File: src/rtl/befehl_holer.sv
// befehl_holer: instruction-fetch stage between the program counter and the decoder.
//   Reads one word per instruction at the current PC, holds it for the decoder
//   and pulses the program counter to advance. At most one read is outstanding.
//   Optional bus timeout: define BEFEHL_HOLER_TIMEOUT_EN.
// Ports:
//   clk_i, rst_ni               clock, asynchronous active-low reset
//   pc_i                        current PC (AktuellerPC)
//   pc_takt_o                   one-cycle advance pulse to the PC (TaktSignal)
//   speicher_adresse_o          registered read address
//   speicher_lesen_o            read request valid
//   speicher_bereit_i           memory accepts the request
//   speicher_daten_i            read data
//   speicher_daten_gueltig_i    read data valid, one cycle per accepted request
//   befehl_o, befehl_gueltig_o  held instruction and its valid flag
//   befehl_annehmen_i           decoder accepts the instruction
//   verwerfen_i                 flush, asserted when the jump logic writes the PC
//   fehler_o                    sticky bus timeout (0 without the timeout build)
module befehl_holer #(
    parameter int ADDR_WIDTH     = 26,
    parameter int DATA_WIDTH     = 32,
    parameter int TIMEOUT_CYCLES = 255
) (
    input  logic                  clk_i,
    input  logic                  rst_ni,
    input  logic [ADDR_WIDTH-1:0] pc_i,
    output logic                  pc_takt_o,
    output logic [ADDR_WIDTH-1:0] speicher_adresse_o,
    output logic                  speicher_lesen_o,
    input  logic                  speicher_bereit_i,
    input  logic [DATA_WIDTH-1:0] speicher_daten_i,
    input  logic                  speicher_daten_gueltig_i,
    output logic [DATA_WIDTH-1:0] befehl_o,
    output logic                  befehl_gueltig_o,
    input  logic                  befehl_annehmen_i,
    input  logic                  verwerfen_i,
    output logic                  fehler_o
);
    typedef enum logic [1:0] {LEERLAUF, ANFRAGE, WARTEN, GUELTIG} state_e;

    state_e                  state_q;
    logic                    discard_q;
    logic                    pc_takt_q;
    logic                    lesen_q;
    logic [ADDR_WIDTH-1:0]   adr_q;
    logic [DATA_WIDTH-1:0]   befehl_q;
    logic                    gueltig_q;
    logic                    stall;

`ifdef BEFEHL_HOLER_TIMEOUT_EN
    localparam int CW = ($clog2(TIMEOUT_CYCLES + 1) > 8) ? $clog2(TIMEOUT_CYCLES + 1) : 8;
    logic [CW-1:0] cnt_q;
    logic          fehler_q;
    logic          timeout;
    // cnt_q counts completed WARTEN cycles; the last one without data expires.
    assign timeout  = (state_q == WARTEN) && !speicher_daten_gueltig_i &&
                      (cnt_q == CW'(TIMEOUT_CYCLES - 1));
    assign stall    = fehler_q;
    assign fehler_o = fehler_q;
`else
    assign stall    = 1'b0;
    // Timeout limit only matters in the timeout build.
    assign fehler_o = (TIMEOUT_CYCLES < 0);
`endif

    always_ff @(posedge clk_i or negedge rst_ni) begin
        if (!rst_ni) begin
            state_q   <= LEERLAUF;
            discard_q <= 1'b0;
            pc_takt_q <= 1'b0;
            lesen_q   <= 1'b0;
            adr_q     <= '0;
            befehl_q  <= '0;
            gueltig_q <= 1'b0;
`ifdef BEFEHL_HOLER_TIMEOUT_EN
            cnt_q     <= '0;
            fehler_q  <= 1'b0;
`endif
        end else begin
            pc_takt_q <= 1'b0;
            case (state_q)
                // Holding one cycle on a flush lets the latch see the rewritten PC.
                LEERLAUF: if (!verwerfen_i && !stall) begin
                    adr_q   <= pc_i;
                    lesen_q <= 1'b1;
                    state_q <= ANFRAGE;
                end
                // The request is never withdrawn; a flush only marks its response.
                ANFRAGE: begin
                    if (verwerfen_i) discard_q <= 1'b1;
                    if (speicher_bereit_i) begin
                        lesen_q <= 1'b0;
                        state_q <= WARTEN;
                    end
                end
                WARTEN: if (speicher_daten_gueltig_i) begin
                    discard_q <= 1'b0;
                    if (discard_q || verwerfen_i) begin
                        state_q <= LEERLAUF;
                    end else begin
                        befehl_q  <= speicher_daten_i;
                        gueltig_q <= 1'b1;
                        pc_takt_q <= 1'b1;
                        state_q   <= GUELTIG;
                    end
                end
`ifdef BEFEHL_HOLER_TIMEOUT_EN
                else if (timeout) begin
                    fehler_q  <= 1'b1;
                    discard_q <= 1'b0;
                    state_q   <= LEERLAUF;
                end
`endif
                else if (verwerfen_i) begin
                    discard_q <= 1'b1;
                end
                GUELTIG: if (verwerfen_i || befehl_annehmen_i) begin
                    gueltig_q <= 1'b0;
                    state_q   <= LEERLAUF;
                end
                default: state_q <= LEERLAUF;
            endcase
`ifdef BEFEHL_HOLER_TIMEOUT_EN
            cnt_q <= (state_q == WARTEN && !speicher_daten_gueltig_i && !timeout) ? cnt_q + 1'b1 : '0;
`endif
        end
    end

    assign pc_takt_o          = pc_takt_q;
    assign speicher_lesen_o   = lesen_q;
    assign speicher_adresse_o = adr_q;
    assign befehl_o           = befehl_q;
    assign befehl_gueltig_o   = gueltig_q;
endmodule

File: config.mk
export PLATFORM = sky130hd
export DESIGN_NAME = befehl_holer
export DESIGN_NICKNAME = d
export VERILOG_FILES = /design/src/rtl/befehl_holer.sv
export SDC_FILE = /design/constraint.sdc
export NUM_CORES = 1
export LEC_CHECK = 0
export CAP_MARGIN = 20
export CORE_ASPECT_RATIO = 1.1
export CORE_MARGIN = 4
export CORE_UTILIZATION = 40
export DETAILED_ROUTE_END_ITERATION = 8
export GPL_ROUTABILITY_DRIVEN = 0
export MAX_ROUTING_LAYER = met4
export PLACE_DENSITY = 0.79
export SYNTH_ARGS = -nofsm -noshare
export SYNTH_HDL_FRONTEND = slang
export SYNTH_SLANG_ARGS = --single-unit
File: constraint.sdc
create_clock -name clk_i -period 2.05 [get_ports clk_i]
set_input_delay 0.205 -clock clk_i [delete_from_list [all_inputs] [get_ports clk_i]]
set_output_delay 0.205 -clock clk_i [all_outputs]
set_load 0.01 [all_outputs]
## Yosys cells after proc, flatten, opt, wreduce, memory -nomap -nowiden

Index checks and enable logic that the tools add are counted.

| word-level totals | value |
|---|---|
| output and inout port bits | 62 |
| word-level logic and storage cells | 47 |
| register bits after elaboration | 64 |

| operators by class | value |
|---|---|
| eq/ne operators | 8 |
| muxes and demuxes | 19 |
| reduce and logical (&&, ||, !) cells | 11 |
| bitwise gates (word level) | 2 |

Operator list:

| kind | count |
|---|---|
| $mux 1 | 10 |
| $mux 2 | 5 |
| $ne 2x2->1 const B | 5 |
| $pmux 2 s4 | 1 |
| $reduce_and 4->1 | 2 |
| $pmux 1 s2 | 3 |
| $reduce_and 3->1 | 2 |
| $reduce_bool 2->1 | 3 |
| $eq 2x2->1 const B | 2 |
| $eq 2x1->1 const B | 1 |
| $logic_not 2->1 | 1 |
| $logic_or 1x1->1 | 2 |
| $not 1->1 | 2 |
| $reduce_and 2->1 | 1 |

## Depth between registers and ports, before layout

Gate-level depths: netlist of the first run.

| logic depth | value |
|---|---|
| depth in word-level cells | 4 |
| depth in mapped cells | 6 |
| mapped depth without buffers | 6 |

## Least setup slack after synthesis of the first run

No wires, ideal clock.

| path | value |
|---|---|
| path type | reg2reg |
| start point | reg state_q[0] |
| end point | reg adr_q[10], in the netlist speicher_adresse_o[10] |
| setup time | 0.125 ns |
| period minus slack after synthesis | 1.620 ns |
| cell stages (with the launch flop) | 7 |
| path slack | 0.430 ns |
| data required time | 1.925 ns |
| arrival time | 1.495 ns |
| cells stage by stage | dfrtp_1 inv_1 ha_1 nor2b_1 buf_2 buf_4 mux2_2 |

| on the way | value |
|---|---|
| word-level cells in the longest chain between the ends | 2 |

Ends and longest elaborated chain:

| element | line | text |
|---|---|---|
| start: declaration | 40 | `state_e state_q;` |
| start signal: assignment | 67 | `state_q <= LEERLAUF;` |
| start signal: assignment | 85 | `state_q <= ANFRAGE;` |
| start signal: assignment | 92 | `state_q <= WARTEN;` |
| $logic_not 2->1 | 80 | `case (state_q)` |
| $reduce_and 2->1 (no source line) | n/a |  |
| end signal: assignment | 83 | `adr_q <= pc_i;` |
| end: declaration | 44 | `logic [ADDR_WIDTH-1:0] adr_q;` |

No other way between the ends.
A chain may end at the register's enable or synchronous reset.

## Worst setup path in the final report of the first run

| path | value |
|---|---|
| start point | reg state_q[0] |
| end point | reg befehl_q[23], in the netlist befehl_o[23] |

| on the way | value |
|---|---|
| word-level cells in the longest chain between the ends | 2 |

Ends and longest elaborated chain:

| element | line | text |
|---|---|---|
| $eq 2x2->1 | 80 |  |
| $reduce_and 3->1 (no source line) | n/a |  |
| end signal: assignment | 100 | `befehl_q <= speicher_daten_i;` |
| end: declaration | 45 | `logic [DATA_WIDTH-1:0] befehl_q;` |

No other way between the ends.

==> results of run 1 <==
[cell type report]
| cell class | instances | area share [%] |
|---|---|---|
| clock buffers | 10 | 3.21 |
| multi-input cells | 90 | 23.4 |
| flip-flops and latches | 64 | 37.4 |
| repair buffers | 130 | 31.2 |
| inverters | 3 | 0.263 |
| well taps | 82 | 2.40 |
| clock inverters | 6 | 2.16 |
[stage by stage]
stage / util [%] / total power, uW / instance area (um^2) / cells / setup WS, ns
6_report: 64.9 / 6190 / 4280 / 385 / 0.291
2_1_floorplan: - / 3490 / 2710 / 166 / 0.430
3_5_place_dp: 61.3 / 5030 / 4040 / 368 / 0.238
5_1_grt: 64.9 / 6560 / 4280 / 385 / 0.188
4_1_cts: 64.9 / 6280 / 4280 / 385 / 0.279
3_3_place_gp: 61.3 / 4950 / 4040 / 368 / 0.259
[state kept, by name, summed over array words and instances (netlist names)]
signal,count
state_q,2
speicher_lesen_o,1
speicher_adresse_o,26
discard_q,1
befehl_o,32
befehl_gueltig_o,1
pc_takt_o,1
[worst min path at each step]
stage	from	end	slack, ns	cells past startpoint
detailed placement	rst_ni	befehl_o[1]	0.18	1
global placement	rst_ni	befehl_o[1]	0.17	1
finish	rst_ni	befehl_o[1]	0.36	2
CTS	rst_ni	befehl_o[1]	0.36	2
floorplan	rst_ni	befehl_gueltig_o	-0.09	0
global route	rst_ni	befehl_o[1]	0.39	2
[per-layer routing]
layer	track usage, %	part of all wire, %
met4	7.27	1.9
met5	-	0
met3	3.77	5.6
met2	27.2	53
met1	19.2	39
[placed cells by master, fill, tap and decap left out]
master / netlist / routed
mux2_2: 29 / 29
mux2_4: 29 / 29
clkinv_4: 0 / 2
nor2_1: 2 / 2
inv_1: 3 / 3
clkinvlp_4: 0 / 2
conb_1: 1 / 1
buf_12: 0 / 4
clkdlybuf4s50_1: 0 / 123
nand2_1: 5 / 5
nor2b_1: 3 / 2
nor2_4: 1 / 1
bufinv_16: 0 / 2
dlygate4sd3_1: 0 / 1
nor4b_2: 1 / 1
clkbuf_8: 0 / 10
a22o_1: 2 / 2
o41ai_1: 1 / 1
dfrtp_1: 64 / 64
and3_4: 1 / 1
a31oi_1: 2 / 2
nor2b_2: 0 / 1
a21oi_1: 4 / 4
buf_4: 3 / 1
buf_2: 1 / 1
o21ai_0: 2 / 2
ha_1: 6 / 6
nor3b_1: 1 / 1
[power by group]
group	internal [uW]	switching (uW)
registers	1860	348
clock network	721	491
logic	1820	946
total	4400	1790
[kinds of logic after synthesis]
family          synth area share, %
buf+inv                        3.93
mux                            28.1
compound gates                 2.54
other cells                   0.138
simple gates                   3.33
fa+ha+maj                      2.77
flops                          59.1
==> results.sh, run 1 <==
export IMPL_die_w_um=86.4
export IMPL_maxCapViolCount=0
export IMPL_routed_wirelength_um=6330
export IMPL_slowest_stage="dfrtp_1"
export IMPL_cpPeakStageDelay_ns=0.43
export IMPL_drv_slew=0
export IMPL_cts_buffer_depth=2
export IMPL_seq_area_frac_synth_pct=59.1
export IMPL_startpoint="state_q[0]"
export IMPL_synth_fp_nets=236
export IMPL_drive_above_1_share_pct=27.7
export IMPL_holdBufCountCts=1
export IMPL_grt_pass1_wl_um=9900
export IMPL_synth_commonest_cells="64 x dfrtp_1, 29 x mux2_2, 29 x mux2_4, 6 x ha_1, 5 x nand2_1"
export IMPL_synth_top_area_share_pct=59.1
export IMPL_hold_path_class="in -> async"
export IMPL_antennaDiodeCount=0
export IMPL_cp_num_buf_inv=2
export IMPL_cp_start_kind="flip-flop"
export IMPL_path_cells="inv_1 -> ha_1 -> and3_4 -> buf_12 -> mux2_2"
export IMPL_drt_iter0_markers=53
export IMPL_ios=126
export IMPL_setup_viol=0
export IMPL_synth_most_common_cell="dfrtp_1"
export IMPL_die_area_mm2=0.00815
export IMPL_ys_warn_count=0
export IMPL_critPathTopFamily="flip-flops"
export IMPL_whs_ns=0.359
export IMPL_drc_errors=0
export IMPL_p_leak_uw=0.00184
export IMPL_viasPerCell=4.65
export IMPL_wl_per_cell_um=16.4
export IMPL_fin_nets=368
export IMPL_max_clock_freq_mhz=569
export IMPL_synth_top_flop_cell="dfrtp_1"
export IMPL_seq_area_mm2=0.00160
export IMPL_reg2reg_depth=5
export IMPL_yosys_register_bits=64
export IMPL_setup_tns_ns=0
export IMPL_crit_cells=5
export IMPL_post_route_min_period_ns=1.76
export IMPL_grt_overflow=0
export IMPL_numPortBuffers=124
export IMPL_synth_top_cell_by_area="dfrtp_1"
export IMPL_cp_max_fo=11
export IMPL_grt_pass1_vias=1923
export IMPL_worstSetupPathType="reg -> reg"
export IMPL_syn_area_mm2=0.00271
export IMPL_skew_ns=0.00865
export IMPL_clk_latency_ns=0.33
export IMPL_powerDensity_mw_per_mm2=1450
export IMPL_reg2reg_from="state_q[0]"
export IMPL_cts_tree="yes"
export IMPL_cts_made_buffers=9
export IMPL_start_util_pct=41.1
export IMPL_grt_max_degree=48
export IMPL_finalHoldViolCount=0
export IMPL_rrSetupSlack_ns=0.29
export IMPL_peakVddDrop_mv=0.690
export IMPL_fillers=509
export IMPL_clk_pin_slew_worst_paths_ns=0.08
export IMPL_syn_mean_instance_area_um2=16.3
export IMPL_async_reset_ff_share_pct=100
export IMPL_multi_input_area_mm2=0.00100
export IMPL_rows=31
export IMPL_die_height_um=94.3
export IMPL_antenna_found_initial=0
export IMPL_synth_edf_count=0
export IMPL_num_vias=1789
export IMPL_status="complete, no violations"
export IMPL_synthesis_instances=166
export IMPL_postRouteAntennaNets=0
export IMPL_cp_required_ns=2.27
export IMPL_reg2reg_to="befehl_o[23]"
export IMPL_critPathArrivalTime_ns=1.98
export IMPL_yosys_top_cells_area="dfrtp_1 59%, mux2_4 16%, mux2_2 12%"
export IMPL_endpoint="befehl_o[23]"
export IMPL_dp_hpwl_um=4750
export IMPL_htree_levels=3
export IMPL_cts_root_buf="clkbuf_8"
export IMPL_syn2layout_area_growth_pct=58.1
export IMPL_period_share_pct=85.8
export IMPL_cp_end_kind="flip-flop"
export IMPL_synth_cell_types=22
export IMPL_postCtsSetupBuffers=0
export IMPL_post_cts_resized=0
export IMPL_rsz0062_at_grt="false"
export IMPL_firstDrtPassIters=4
export IMPL_clock_sinks=64
export IMPL_fp_coreArea_mm2=0.00659
export IMPL_gr_usage_all_layers_pct=16.5
(Power assumes the default switching activity.)
==> inputs of run 2 (changes only) <==
- CORE_ASPECT_RATIO: 1.1 -> unset
==> run 2 against run 1 <==
  * Combinational power about the same
  * Fmax increased by 2.2%
  * Final cell count decreased by 1.6%
  * Critical endpoint is now state_q[1]
  * Critical path type unchanged
  * Register-to-register slack improved by 0.04 ns
==> results.sh, run 2 (synthesized netlist as in run 1, its figures left out) <==
export IMPL_rows=29
export IMPL_period_share_pct=83.9
export IMPL_post_route_min_period_ns=1.72
export IMPL_drive_above_1_share_pct=26.8
export IMPL_tightestPinTransition_ns=0.597
export IMPL_num_vias=1804
export IMPL_rsz0062_at_grt="false"
export IMPL_ios=126
export IMPL_wl_per_cell_um=16.1
export IMPL_drv_slew=0
export IMPL_cts_made_buffers=9
export IMPL_routed_wirelength_um=6090
export IMPL_cp_start_kind="flip-flop"
export IMPL_syn2layout_area_growth_pct=56.4
export IMPL_cpPeakStageDelay_ns=0.44
export IMPL_dr_wl_met3_um=306
export IMPL_powerDensity_mw_per_mm2=1440
export IMPL_relSlewSlack_pct=60.2
export IMPL_seq_area_mm2=0.00160
export IMPL_clk_pin_slew_worst_paths_ns=0.07
export IMPL_die_height_um=90.3
export IMPL_slowest_stage="nor4b_2"
export IMPL_peakVddDrop_mv=0.740
export IMPL_grt_max_degree=29
export IMPL_antenna_found_initial=0
export IMPL_status="complete, no violations"
export IMPL_finalPower_uw=6090
export IMPL_cts_buffer_depth=2
export IMPL_numPortBuffers=124
export IMPL_cts_tree="yes"
export IMPL_antennaDiodeCount=0
export IMPL_multi_input_area_mm2=0.00100
export IMPL_reg2reg_from="state_q[0]"
export IMPL_maxCapViolCount=0
export IMPL_start_util_pct=41.9
export IMPL_critPathArrivalTime_ns=1.96
export IMPL_m1WireLength_um=2560
export IMPL_gr_usage_all_layers_pct=16.2
export IMPL_fin_nets=368
export IMPL_clock_sinks=64
export IMPL_whs_ns=0.425
export IMPL_firstDrtPassIters=4
export IMPL_dp_hpwl_um=4680
export IMPL_cp_end_kind="flip-flop"
export IMPL_die_w_um=90.3
export IMPL_cp_max_fo=5
export IMPL_path_cells="inv_1 -> ha_1 -> nor2b_1 -> nor4b_2 -> a21oi_1 -> a31oi_1"
export IMPL_setup_viol=0
export IMPL_fillers=517
export IMPL_setup_tns_ns=0
export IMPL_clk_latency_ns=0.32
export IMPL_hold_path_class="in -> async"
export IMPL_postRouteAntennaNets=0
export IMPL_viasPerCell=4.76
export IMPL_top_layer="met4"
export IMPL_finalHoldViolCount=0
export IMPL_grt_pass1_wl_um=10300
export IMPL_fp_coreArea_mm2=0.00646
export IMPL_cp_required_ns=2.29
export IMPL_p_leak_uw=0.00183
export IMPL_grt_pass1_vias=2030
export IMPL_layout_common_cells="123 x clkdlybuf4s50_1, 64 x dfrtp_1, 29 x mux2_4, 29 x mux2_2, 9 x clkbuf_8"
export IMPL_skew_ns=0.00744
export IMPL_post_dp_cell_area_mm2=0.00402
export IMPL_drt_iter0_markers=38
export IMPL_startpoint="state_q[0]"
export IMPL_fin_util_pct=65.6
export IMPL_postCtsSetupBuffers=0
export IMPL_grt_overflow=0
export IMPL_max_clock_freq_mhz=581
export IMPL_worstSetupPathType="reg -> reg"
export IMPL_drc_errors=0
export IMPL_wl_met2_um=3170
export IMPL_post_cts_resized=0
export IMPL_largest_reg_flops=32
export IMPL_htree_levels=3
export IMPL_die_area_mm2=0.00815
export IMPL_stdcell_area_mm2=0.00423
export IMPL_cts_root_buf="clkbuf_8"
export IMPL_final_common_cell="clkdlybuf4s50_1"
## run 2: final timing paths
kind / end / slack, ns / cells after the start
max: state_q[1] / 0.33 / 6
max reg2reg: state_q[1] / 0.33 / 6
min reg2reg: speicher_adresse_o[7] / 0.51 / 1
min in group clk_i: befehl_o[20] / 0.49 / 2
max in group asynchronous: befehl_o[26] / 0.90 / 3
min: befehl_o[20] / 0.42 / 2
## run 2: area by class of cell
| cell class | count | area share [%] |
|---|---|---|
| Clock buffer | 11 | 3.10 |
| Clock inverter | 4 | 1.65 |
| Inverter | 3 | 0.266 |
| Multi-Input combinational cell | 90 | 23.7 |
| Sequential cell | 64 | 37.8 |
| Tap cell | 77 | 2.28 |
| Timing Repair Buffer | 130 | 31.2 |
## run 2: repair_timing
action,4_1_cts,5_1_grt
hold endpoints to repair,26,0
hold buffers,1,0
setup endpoints to repair,0,0
## run 2: metal layers
| metal | global-route usage, % | vias to the layer above |
|---|---|---|
| met4 | 4.97 | 0 |
| met5 | - | - |
| met1 | 19.6 | 888 |
| li1 | - | 838 |
| met2 | 27.1 | 73 |
| met3 | 3.92 | 5 |
## run 2: worst max-delay path, delay by kind of cell (launching register included)
kind                       cells  cell delay [ns]
and+or+nand+nor                2             0.60
DFF                            1             0.42
AOI/OAI and AO/OA              2             0.27
adders and majority gates      1             0.24
buffers and inverters          1             0.12
## run 2: where the power goes
part / switching (uW) / leakage (uW) / internal (uW) / total [uW]
Combinational: 932 / 0.000932 / 1810 / 2750
Clock: 439 / 0.000103 / 675 / 1110
Sequential: 360 / 0.000791 / 1870 / 2230
## run 2: metrics by stage
step,setup slack (ns),std cells
after floorplan,0.430,166
after global placement,0.194,363
after detailed placement,0.178,363
after CTS,0.335,379
after global routing,0.226,379
final,0.330,379
